$ cat config.mk
export PLATFORM = sky130hd
export DESIGN_NAME = screen_ctrl
export DESIGN_NICKNAME = d
export VERILOG_FILES = /design/src/rtl/snake_pkg.sv /design/src/rtl/frame_buffer.sv /design/src/rtl/screen_ctrl.sv
export SDC_FILE = /design/constraint.sdc
export NUM_CORES = 1
export LEC_CHECK = 0
export CAP_MARGIN = 10
export CORE_ASPECT_RATIO = 0.75
export CORE_MARGIN = 2
export CORE_UTILIZATION = 61
export DETAILED_ROUTE_END_ITERATION = 8
export MAX_ROUTING_LAYER = met4
export PLACE_DENSITY = 0.84
export SLEW_MARGIN = 20
export SYNTH_ARGS = -nofsm -noshare
export SYNTH_HDL_FRONTEND = slang
export SYNTH_SLANG_ARGS = --single-unit
$ cat constraint.sdc
create_clock -name clk -period 8.5 [get_ports clk]
set_input_delay 1.275 -clock clk [delete_from_list [all_inputs] [get_ports clk]]
set_output_delay 1.275 -clock clk [all_outputs]
set_load 0.1 [all_outputs]
$ cat src/rtl/snake_pkg.sv
// Shared types and IR command words for the snake game.
package snake_pkg;

   typedef enum logic [1:0] {
      START = 2'd0,
      PLAY  = 2'd1,
      PAUSE = 2'd2,
      END   = 2'd3
   } screen_t;

   // NEC words from the LG-style remote
   localparam logic [31:0] IR_UP    = 32'h20DF02FD;
   localparam logic [31:0] IR_DOWN  = 32'h20DF827D;
   localparam logic [31:0] IR_LEFT  = 32'h20DFE01F;
   localparam logic [31:0] IR_RIGHT = 32'h20DF609F;
   localparam logic [31:0] IR_ENTER = 32'h20DF5AA5;
   localparam logic [31:0] IR_MENU  = 32'h20DFC23D;

endpackage

$ cat src/rtl/frame_buffer.sv
// Back/front frame buffers: one row captured per enabled clock, whole frame
// committed to the front buffer on the last row so the display never tears.
module frame_buffer #(
   parameter  int GRID_W = 16,
   parameter  int GRID_H = 16,
   localparam int ROW_W  = (GRID_H > 1) ? $clog2(GRID_H) : 1
) (
   input  logic                     clk,
   input  logic                     reset_n,
   input  logic                     clear,
   input  logic                     scan_en,
   input  logic [GRID_W-1:0]        row_data,
   output logic [ROW_W-1:0]         row_idx,
   output logic [GRID_H*GRID_W-1:0] front,
   output logic                     swap
);

   logic [GRID_W-1:0] back [GRID_H];
   logic              last_row;

   assign last_row = (row_idx == ROW_W'(GRID_H - 1));

   always_ff @(posedge clk or negedge reset_n) begin
      if (!reset_n) begin
         row_idx <= '0;
         front   <= '0;
         swap    <= 1'b0;
         for (int unsigned r = 0; r < GRID_H; r++) back[r] <= '0;
      end else if (clear) begin
         row_idx <= '0;
         front   <= '0;
         swap    <= 1'b0;
         for (int unsigned r = 0; r < GRID_H; r++) back[r] <= '0;
      end else begin
         swap <= 1'b0;
         if (scan_en) begin
            back[row_idx] <= row_data;
            if (last_row) begin
               row_idx <= '0;
               swap    <= 1'b1;
               // last row bypasses the back buffer; row 0 lands in the MSBs
               for (int unsigned r = 0; r < GRID_H; r++)
                  front[(GRID_H-1-r)*GRID_W +: GRID_W] <=
                     (r == unsigned'(GRID_H - 1)) ? row_data : back[r];
            end else begin
               row_idx <= row_idx + ROW_W'(1);
            end
         end
      end
   end

endmodule

$ cat src/rtl/screen_ctrl.sv
// Screen/mode controller: START/PLAY/PAUSE/END FSM driven by IR commands,
// END-screen lockout, score tracking and the image mux to MatrixDisplay.
module screen_ctrl
   import snake_pkg::*;
#(
   parameter  int                         GRID_W      = 16,
   parameter  int                         GRID_H      = 16,
   parameter  int                         LEN_W       = 8,
   parameter  int                         SCORE_W     = 12,
   parameter  int                         SCORE_MUL   = 5,
   parameter  int                         HOLD_CYCLES = 50_000_000,
   parameter  logic [31:0]                CMD_ENTER   = IR_ENTER,
   parameter  logic [31:0]                CMD_MENU    = IR_MENU,
   parameter  logic [GRID_H*GRID_W-1:0]   START_IMG   = '1,
   parameter  logic [GRID_H*GRID_W-1:0]   END_IMG     = '0,
   localparam int                         ROW_W       = (GRID_H > 1) ? $clog2(GRID_H) : 1
) (
   input  logic                     clk,
   input  logic                     reset_n,
   input  logic [31:0]              ir_word,
   input  logic                     ir_valid,
   input  logic                     game_over,
   input  logic [LEN_W-1:0]         length,
   input  logic [GRID_W-1:0]        row_data,
   output logic [ROW_W-1:0]         row_idx,
   output logic [GRID_H*GRID_W-1:0] disp_grid,
   output logic                     frame_swap,
   output logic                     game_enable,
   output logic                     game_rst,
   output logic [1:0]               screen,
   output logic [SCORE_W-1:0]       score,
   output logic [SCORE_W-1:0]       high_score
);

   localparam int HOLD_W = (HOLD_CYCLES > 1) ? $clog2(HOLD_CYCLES) : 1;
   localparam int PROD_W = LEN_W + SCORE_W;

   screen_t                  state, state_nxt;
   logic                     enter, menu, clear;
   logic [HOLD_W-1:0]        hold;
   logic [PROD_W-1:0]        prod;
   logic [SCORE_W-1:0]       score_sat;
   logic [GRID_H*GRID_W-1:0] front;

   assign enter = ir_valid && (ir_word == CMD_ENTER);
   assign menu  = ir_valid && (ir_word == CMD_MENU);

   always_comb begin
      state_nxt = state;
      unique case (state)
         START: if (enter) state_nxt = PLAY;
         PLAY: begin
            if (game_over)  state_nxt = END;
            else if (menu)  state_nxt = PAUSE;
         end
         PAUSE: if (enter || menu) state_nxt = PLAY;
         END:   if (enter && (hold == '0)) state_nxt = START;
         default: state_nxt = START;
      endcase
   end

   assign clear = (state == START) && (state_nxt == PLAY);

   assign prod      = PROD_W'(length) * PROD_W'(SCORE_MUL);
   assign score_sat = (prod > PROD_W'({SCORE_W{1'b1}})) ? '1 : prod[SCORE_W-1:0];

   frame_buffer #(
      .GRID_W (GRID_W),
      .GRID_H (GRID_H)
   ) u_frame_buffer (
      .clk      (clk),
      .reset_n  (reset_n),
      .clear    (clear),
      .scan_en  (state == PLAY),
      .row_data (row_data),
      .row_idx  (row_idx),
      .front    (front),
      .swap     (frame_swap)
   );

   always_ff @(posedge clk or negedge reset_n) begin
      if (!reset_n) begin
         state      <= START;
         hold       <= '0;
         score      <= '0;
         high_score <= '0;
         game_rst   <= 1'b0;
         disp_grid  <= '0;
      end else begin
         state    <= state_nxt;
         game_rst <= clear;
         if ((state == PLAY) && (state_nxt == END)) begin
            score <= score_sat;
            if (score_sat > high_score) high_score <= score_sat;
            hold  <= HOLD_W'(HOLD_CYCLES - 1);
         end else if ((state == END) && (hold != '0)) begin
            hold <= hold - HOLD_W'(1);
         end
         case (state)
            START:   disp_grid <= START_IMG;
            END:     disp_grid <= END_IMG;
            default: disp_grid <= front;
         endcase
      end
   end

   assign game_enable = (state == PLAY);
   assign screen      = state;

endmodule

==> summary.txt <==
Drt
  • Detailed-route via count: 24300
  • Initial DRC count: 2811
  • DRC: 0
  • Via density per instance: 5.65
  • Routed Antenna Nets: 0
  • Routed WL per cell: 18.7 um
  • Drt pass-1 iters: 7
  • Total Wirelength: 80.4 mm

STA
  • Slew Viols, Final: 0
  • Final Critical Period: 4.82 ns
  • Actual slew at the worst max-slew pin: 1.18 ns
  • Fmax: 208 MHz
  • Skew final: 0.0323 ns
  • Fin Hold WS: 0.472 ns
  • RSZ-0062 raised after global routing: false
  • Final setup viols: 0
  • Max_slew headroom: 0.213
  • Fin Setup TNS: 0 ns
  • Final Hold Viols: 0
  • Fin crit share: 0.567

Final layout
  • Layout cells sized above 1: 0.0474
  • N_diodes: 0
  • Layout area overhead: 19.1%
  • Multi-input gate area: 0.0102 mm^2
  • Post-route cell area: 0.0375 mm^2
  • Fill count: 3495
  • Seq. cell area: 0.0202 mm^2
  • Final-stage net count: 3666

Clock tree
  • Clock tree buffer depth: 3
  • Worst skew pair latency: 0.63 ns
  • CTS root buf: clkbuf_16
  • Clock buffer count from CTS: 75
  • Setup Buffers After CTS: 0
  • H-tree depth: 3
  • Clk slew on worst S/H paths: 0.06 ns
  • TritonCTS clock tree: done
  • Hold buffer count at cts: 0
  • Post-CTS Resized: 0
  • Num Clock Sinks: 808

Min path
  • HP Class: reg -> reg
  • Hold Path Sink: disp_grid[229]
  • Hold Startpoint: u_frame_buffer.front[229]
  • Hold path depth: 2

Synth
  • Syn Area/Cell: 9.33 um^2
  • Synth warn: 0
  • Synth area leader: dfrtp_1
  • Synth top area cells: dfrtp_1, nand2_1, a21oi_1, clkbuf_1, ha_1
  • Most numerous cell in the Yosys netlist: nand2_1
  • Post-synth EDFFs: 0
  • Post-synth top cells: nand2_1, dfrtp_1, a21oi_1
  • Post-synth cell types: 58
  • Yosys reg bits: 808
  • Syn Std Cell Area: 0.0315 mm^2
  • Top_reg_cell synth: dfrtp_1
  • Mapped Cells: 3379
  • Ys async rst share: 1.00
  • Post-synth top area share: 0.641
  • Seq/Total Area, Yosys: 0.641

Floorplanning
  • Starting density of the core: 0.614
  • Core Area: 0.0513 mm^2
  • DIE HEIGHT: 201 um
  • FP Rows: 72
  • # IOs: 349
  • Die area: 0.0535 mm^2
  • Die W: 267 um

Worst setup path
  • Largest stage delay, worst path: 0.84 ns
  • Slowest CP cell: buf_4
  • CP Max Fanout: 101
  • Startpoint Class: primary input
  • R2r setup slk: 4.47 ns
  • Crit path cell chain: clkdlybuf4s50_1 -> or4b_1 -> nor3_1 -> o211ai_1 -> a22o_1 -> o311a_1 -> nor2_4 -> buf_4 -> a21oi_1
  • Worst EP arrival: 5.26 ns
  • Reg-to-Reg Start: screen[1]
  • CP required: 8.95 ns
  • CP top delay family: simple AND/OR/NAND/NOR gates
  • CP Class: in -> reg
  • WP buf/inv: 2
  • R2R depth: 7
  • Crit Reg-Reg Endpoint: u_frame_buffer.front[184]
  • Critical Path End Type: register

Place
  • Placed cell areas: 0.0351 mm^2
  • RD Place Congestion: 0.776
  • PortBufs: 346
  • Hpwl dp: 44.2 mm

Power
  • Total power: 7.47 mW
  • PD cells: 199 mW/mm^2
  • Leak: 15.4 nW
  • Max VDD drop: 146 uV

Global route
  • Overflow after GRT: 0
  • GR Util All Layers: 0.314
  • Initial antenna violation count: 0
  • Global-route wire length before repair: 128 mm
  • Vias in the first global route: 23700
  • Largest net degree at the start of global routing: 213

Run status
  • Status: finished, final reports clean

Run
  • Max-Cap Viols: 0
[state kept, by name (all words and copies together) (netlist names)]
register / cells
score: 11
hold: 26
u_frame_buffer.front: 256
screen: 2
disp_grid: 256
u_frame_buffer.back: 240
game_rst: 1
high_score: 11
u_frame_buffer.swap: 1
u_frame_buffer.row_idx: 4
[per-layer routing]
metal	vias to the layer above	routed length (um)	GRT usage
met2	1006	38000	0.473
li1	11000	-	-
met3	205	6000	0.0578
met1	12000	33300	0.434
met5	-	0	-
met4	0	3070	0.115
[worst register-to-register path, cell delays in order, from the launching register on]
cell	delay, ns
dfrtp_1	0.44
inv_1	0.16
ha_1	0.54
and3_1	0.54
and2_4	0.86
buf_4	0.97
nand2_1	0.24
a21oi_1	0.21
[metrics by stage]
step | worst slack [ns] | instances | util
floorplan | 4.35 | 3380 | -
global placement | 3.34 | 4161 | 0.684
detailed placement | 3.22 | 4161 | 0.684
CTS | 3.82 | 4293 | 0.731
global route | 3.53 | 4293 | 0.731
finish | 3.68 | 4293 | 0.731
[power breakdown]
part | switching [mW] | total (mW) | internal, mW
logic | 0.196 | 0.268 | 0.0715
registers | 0.00645 | 3.86 | 3.86
clock network | 1.42 | 3.34 | 1.91
total | 1.63 | 7.47 | 5.84
[layout by cell type (no fill, tap or decap), types with 15 or more instances in the layout]
cell | Yosys | routed
nand2_1 | 1571 | 1570
clkdlybuf4s50_1 | 0 | 343
a21oi_1 | 503 | 503
dfrtp_1 | 808 | 808
clkbuf_16 | 0 | 78
clkbuf_1 | 187 | 21
ha_1 | 33 | 32
and2_1 | 16 | 15
xnor2_1 | 23 | 23
buf_4 | 2 | 23
clkbuf_8 | 0 | 19
inv_1 | 27 | 27
nor2_1 | 20 | 19
[cell families after synthesis]
kind of cell | synth area share
AO/OA/AOI/OAI | 0.0889
adder cells (fa/ha/maj) | 0.0137
XOR/XNOR | 0.00833
flip-flops | 0.641
multiplexers | 0.00528
other | 0.000119
buffers and inverters | 0.0369
AND/OR/NAND/NOR | 0.205
[how the worst max path moves through the flow]
stage	to	depth (start not counted)	slack [ns]	from
final	u_frame_buffer.front[184]	9	3.68	ir_word[26]
after floorplan	high_score[10]	17	4.35	length[1]
after global placement	u_frame_buffer.front[3]	9	3.34	ir_word[24]
after detailed placement	u_frame_buffer.back[200]	9	3.22	ir_word[24]
after CTS	u_frame_buffer.front[184]	9	3.82	ir_word[24]
after global routing	u_frame_buffer.front[184]	9	3.53	ir_word[26]
[area by class of cell]
| type | count | area share |
|---|---|---|
| clock buffer | 118 | 0.0610 |
| clock inverter | 14 | 0.00357 |
| inverter | 27 | 0.00270 |
| multi-input combinational | 2284 | 0.272 |
| sequential | 808 | 0.538 |
| tap | 666 | 0.0222 |
| timing repair buffer | 376 | 0.100 |
No activity file was read; power rests on OpenSTA's default activity.
